==> src/rtl/robertson_control_if.sv <==
// Handshake and datapath-strobe bundle between the Robertson multiplier controller
// and its datapath/host. The master drives start and the datapath status bits.
interface robertson_control_if #(
    parameter int N = 8
);
    logic                 start;
    logic                 q0;
    logic                 m_sign;
    logic                 m_zero;
    logic                 busy;
    logic                 done;
    logic                 load_m;
    logic                 load_q;
    logic                 clr_a;
    logic                 add_en;
    logic                 sub;
    logic                 shift;
    logic                 shift_in;
    logic [$clog2(N)-1:0] count;

    modport master (
        output start, q0, m_sign, m_zero,
        input  busy, done, load_m, load_q, clr_a, add_en, sub, shift, shift_in, count
    );

    modport slave (
        input  start, q0, m_sign, m_zero,
        output busy, done, load_m, load_q, clr_a, add_en, sub, shift, shift_in, count
    );
endinterface

==> src/rtl/robertson_control.sv <==
// Sequencer for an N-bit Robertson signed multiplier: one EVAL/[ADD]/SHIFT pass per
// multiplier bit, with the sign-correction flag F supplied as the shift-in bit.
module robertson_control #(
    parameter int N = 8
) (
    input  logic                clk,
    input  logic                clear,
    robertson_control_if.slave  bus
);
    localparam int            CW   = $clog2(N);
    localparam logic [CW-1:0] LAST = CW'(N - 1);

    typedef enum logic [2:0] {
        IDLE,
        LOAD,
        EVAL,
        ADD,
        SHIFT,
        DONE
    } state_t;

    state_t        state;
    state_t        nxt;
    logic          f;
    logic [CW-1:0] count;
    logic          busy_r;
    logic          done_r;
    logic          load_r;
    logic          add_r;
    logic          sub_r;
    logic          shift_r;

    function automatic state_t next_state(input state_t s, input logic go,
                                          input logic bit0, input logic last);
        case (s)
            IDLE:    next_state = go ? LOAD : IDLE;
            LOAD:    next_state = EVAL;
            EVAL:    next_state = bit0 ? ADD : SHIFT;
            ADD:     next_state = SHIFT;
            SHIFT:   next_state = last ? DONE : EVAL;
            DONE:    next_state = IDLE;
            default: next_state = IDLE;
        endcase
    endfunction

    assign nxt = next_state(state, bus.start, bus.q0, count == LAST);

    // Strobes are registered from the next state so every output is glitch-free
    // and appears in the same cycle as the state it belongs to.
    always_ff @(posedge clk) begin
        if (clear) begin
            state   <= IDLE;
            f       <= 1'b0;
            count   <= '0;
            busy_r  <= 1'b0;
            done_r  <= 1'b0;
            load_r  <= 1'b0;
            add_r   <= 1'b0;
            sub_r   <= 1'b0;
            shift_r <= 1'b0;
        end else begin
            state <= nxt;

            case (state)
                LOAD: begin
                    f     <= 1'b0;
                    count <= '0;
                end
                ADD: begin
                    // Final step subtracts M; the product sign is then known from M alone.
                    if (count == LAST) f <= ~bus.m_sign & ~bus.m_zero;
                    else               f <= f | bus.m_sign;
                end
                SHIFT: begin
                    if (count != LAST) count <= count + 1'b1;
                end
                default: ;
            endcase

            busy_r  <= (nxt != IDLE);
            done_r  <= (nxt == DONE);
            load_r  <= (nxt == LOAD);
            add_r   <= (nxt == ADD);
            sub_r   <= (nxt == ADD) && (count == LAST);
            shift_r <= (nxt == SHIFT);
        end
    end

    assign bus.busy     = busy_r;
    assign bus.done     = done_r;
    assign bus.load_m   = load_r;
    assign bus.load_q   = load_r;
    assign bus.clr_a    = load_r;
    assign bus.add_en   = add_r;
    assign bus.sub      = sub_r;
    assign bus.shift    = shift_r;
    assign bus.shift_in = f;
    assign bus.count    = count;
endmodule

==> src/flat_wrapper.sv <==
// flat-port wrapper written by rule: the top's interface ports become plain ports
module robertson_control_flat 
#(
    parameter int N = 8
)
  (clk, clear, bus_start, bus_q0, bus_m_sign, bus_m_zero, bus_busy, bus_done, bus_load_m, bus_load_q, bus_clr_a, bus_add_en, bus_sub, bus_shift, bus_shift_in, bus_count);
  robertson_control_if #(.N(N)) bus_i ();
  input  logic clk;
  input  logic clear;
  input wire logic [$bits(bus_i.start)-1:0] bus_start;
  input wire logic [$bits(bus_i.q0)-1:0] bus_q0;
  input wire logic [$bits(bus_i.m_sign)-1:0] bus_m_sign;
  input wire logic [$bits(bus_i.m_zero)-1:0] bus_m_zero;
  output wire logic [$bits(bus_i.busy)-1:0] bus_busy;
  output wire logic [$bits(bus_i.done)-1:0] bus_done;
  output wire logic [$bits(bus_i.load_m)-1:0] bus_load_m;
  output wire logic [$bits(bus_i.load_q)-1:0] bus_load_q;
  output wire logic [$bits(bus_i.clr_a)-1:0] bus_clr_a;
  output wire logic [$bits(bus_i.add_en)-1:0] bus_add_en;
  output wire logic [$bits(bus_i.sub)-1:0] bus_sub;
  output wire logic [$bits(bus_i.shift)-1:0] bus_shift;
  output wire logic [$bits(bus_i.shift_in)-1:0] bus_shift_in;
  output wire logic [$bits(bus_i.count)-1:0] bus_count;
  assign bus_i.start = bus_start;
  assign bus_i.q0 = bus_q0;
  assign bus_i.m_sign = bus_m_sign;
  assign bus_i.m_zero = bus_m_zero;
  assign bus_busy = bus_i.busy;
  assign bus_done = bus_i.done;
  assign bus_load_m = bus_i.load_m;
  assign bus_load_q = bus_i.load_q;
  assign bus_clr_a = bus_i.clr_a;
  assign bus_add_en = bus_i.add_en;
  assign bus_sub = bus_i.sub;
  assign bus_shift = bus_i.shift;
  assign bus_shift_in = bus_i.shift_in;
  assign bus_count = bus_i.count;
  robertson_control #(.N(N)) u_core (.clk(clk), .clear(clear), .bus(bus_i));
endmodule
==> config.mk <==
export PLATFORM = sky130hd
export DESIGN_NAME = robertson_control_flat
export DESIGN_NICKNAME = d
export VERILOG_FILES = /design/src/rtl/robertson_control_if.sv /design/src/rtl/robertson_control.sv /design/src/flat_wrapper.sv
export SDC_FILE = /design/constraint.sdc
export NUM_CORES = 1
export LEC_CHECK = 0
export BUFFER_PORTS_ARGS = -buffer_cell sky130_fd_sc_hd__buf_2
export CORE_MARGIN = 2
export CORE_UTILIZATION = 40
export DETAILED_ROUTE_END_ITERATION = 10
export GPL_ROUTABILITY_DRIVEN = 0
export GPL_TIMING_DRIVEN = 0
export PLACE_DENSITY = 0.67
export SYNTH_ARGS = -nofsm -noshare
export SYNTH_HDL_FRONTEND = slang
export SYNTH_SLANG_ARGS = --single-unit
export TNS_END_PERCENT = 30
==> constraint.sdc <==
create_clock -name clk -period 1.4 [get_ports clk]
set_input_delay 0.07 -clock clk [delete_from_list [all_inputs] [get_ports clk]]
set_output_delay 0.07 -clock clk [all_outputs]
set_load 0.1 [all_outputs]
==> results.json <==
{
  "status": "complete, no violations",
  "crit_type": "register to register",
  "synthesis.area_um2": 619.3,
  "grt_usage_pct": 16.16,
  "die_y_um": 43.35,
  "drc": 0,
  "start_util_pct": 42.09,
  "arrival_ns": 1.53,
  "synth_enable_flop_cells": 0,
  "syn_area_per_cell_um2": 9.108,
  "syn-instance-count": 68,
  "firstDrtPassIters": 4,
  "cts_tree": "done",
  "numPortBuffers": 16,
  "drt_iter0_markers": 12,
  "io_pins": 18,
  "clockBufferDepth": 2,
  "layout_worst_path_cycle_share_pct": 97.14,
  "drv_slew": 0,
  "synthArstFlopShare_pct": 0,
  "syn_nets": 77,
  "rsz0062_at_grt": "yes",
  "cp-end-kind": "register",
  "final_cell_mix": "buf_2 (17), dfxtp_1 (8), nor2_1 (7), buf_4 (5)",
  "final-setup-viol-count": 0,
  "utilization_pct": 58.67,
  "syn2layout_area_growth_pct": 39.39,
  "via_per_inst": 5.217,
  "clock-sinks": 13,
  "die_w_um": 43.35,
  "crit_fanout": 6,
  "wl_per_cell_um": 12.63,
  "hold_path_class": "input pin to register",
  "drt-total-wl_um": 1339,
  "ir_drop_v": 0.0005887,
  "yosysSeqAreaShare_pct": 42.02,
  "fillCellCount": 130,
  "worstPathRequired_ns": 1.57,
  "cts-root-buf": "clkbuf_4",
  "fmax_mhz": 735.3,
  "multi_input_area_um2": 395.4,
  "nets": 100,
  "synth_cell_types": 28,
  "holdWs_ns": 0.1009,
  "antenna_found_initial": 0,
  "synth-seq-cells": 13,
  "die_area_um2": 1879,
  "power.density_cell_area_nw_per_um2": 1081,
  "grt_pass1_vias": 529,
  "cts.clk_slew.worst_paths_ns": 0.08,
  "timing.final.ws_setup_ns": 0.04003,
  "power.switching_fraction_pct": 37.65,
  "power_frac_seq_pct": 43.4,
  "yosysWarnings": 0,
  "ant_nets": 0,
  "power_frac_comb_pct": 31.9,
  "start_kind": "register",
  "synth_top_flop_cell": "dfxtp_1",
  "ctsHtreeMaxLevel": 1,
  "pwr-share-clk_pct": 24.7,
  "skew_ns": 0.0003671,
  "slew_headroom_pct": 67.82,
  "place_ws_ns": -0.01008,
  "numCtsBuffers": 3,
  "maxCapViolCount": 0,
  "p_switching_uw": 351.3,
  "grt-ovfl-total": 0,
  "period_needed_ns": 1.360,
  "regArea_um2": 276.5,
  "dp_hpwl_um": 954.3,
  "cts-hold-fix-buffers": 0,
  "drive_gt1_share_pct": 48.89,
  "leakage_uw": 0.0003646,
  "vias": 553,
  "rows": 14,
  "hold_violations": 0,
  "clk_latency_ns": 0.27,
  "layout_commonest_cell": "buf_2",
  "grt_max_degree": 11,
  "core_area_um2": 1471,
  "grt_pass1_wl_um": 2201,
  "n_antenna_cell": 0,
  "worst-slew-pin-transition_ns": 0.4861,
  "power.internal_uw": 581.7
}
[power by group through the flow]
stage	Combinational, uW	Clock, uW	Sequential, uW
floorplan	161	0	488
global placement	279	0	411
detailed placement	282	0	411
global route	315	258	409
CTS	284	238	403
finish	298	231	405
[critical path: stages, from the launching register on]
cell and delay, ns:
dfxtp_4 0.36, ha_4 0.17, ha_4 0.18, nand2b_4 0.14, o21ai_2 0.12, a21oi_2 0.08
a22o_1 0.21
[layout make-up]
class	instances	share of cell area, %
multi-input combinational	47	45.80
buffer	5	4.493
sequential	13	32.03
clock buffer	4	3.043
inverter	3	1.304
timing repair buffer	18	11.01
tap	16	2.319
[path summary, 6_finish.rpt]
| kind | from | endpoint | slack, ns | cells past startpoint |
|---|---|---|---|---|
| setup / recovery | u_core.bus.count[1] | u_core.bus.count[1] | 0.04 | 6 |
| hold / removal | clear | u_core.bus.count[0] | 0.10 | 2 |
| setup reg to reg | u_core.bus.count[1] | u_core.bus.count[1] | 0.04 | 6 |
| hold reg to reg | u_core.bus.shift_in | u_core.bus.shift_in | 0.51 | 2 |
[cell families after synthesis]
kind of cell               Yosys count  synth area share, %
and+or+nand+nor                     25                21.62
buffers and inverters                8                7.676
AOI/OAI and AO/OA                   18                21.01
adders and majority gates            3                6.061
DFF                                 13                42.02
muxes                                1                1.616
[repair_timing]
action,CTS,global route
setup endpoints to repair,4,4
pin swaps,1,2
hold endpoints to repair,0,0
resized for setup,2,7
buffers inserted,0,2
[registers in the layout (all words and copies together) (netlist names)]
signal               flops
u_core.bus.shift_in      1
u_core.bus.count         3
u_core.bus.sub           1
u_core.bus.shift         1
u_core.state             3
u_core.bus.clr_a         1
u_core.bus.busy          1
u_core.bus.done          1
u_core.bus.add_en        1
[routing by layer]
| metal | track usage (%) | vias to the layer above | routed length [um] |
|---|---|---|---|
| li1 | - | 283 | - |
| met1 | 18.32 | 252 | 607 |
| met2 | 26.57 | 14 | 659 |
| met3 | 5.417 | 4 | 53 |
| met4 | 9.091 | 0 | 18 |
| met5 | 0 | - | 0 |
[cell usage after synthesis, types with 2 or more instances]
library cell | n | area (um^2)
a211oi_1 | 2 | 15.01
ha_1 | 3 | 37.54
a21oi_1 | 5 | 25.02
a22o_1 | 2 | 17.52
o21ai_0 | 3 | 15.01
nand2b_1 | 3 | 18.77
buf_2 | 2 | 10.01
inv_1 | 3 | 11.26
nor2_1 | 7 | 26.28
dfxtp_1 | 13 | 260.3
nor3_1 | 4 | 20.02
buf_4 | 2 | 15.01
nand2_1 | 4 | 15.01
[per-stage QoR]
step	setup TNS, ns	total power (uW)	cells	instance area (um^2)
finish	0	933.0	106	863.3
global route	-0.03028	981.4	106	863.3
CTS	0	924.9	104	813.3
detailed placement	-0.01675	692.8	100	783.3
global placement	0	689.9	100	783.3
floorplan	-0.3294	648.7	68	683.2
(Power assumes the default switching activity.)
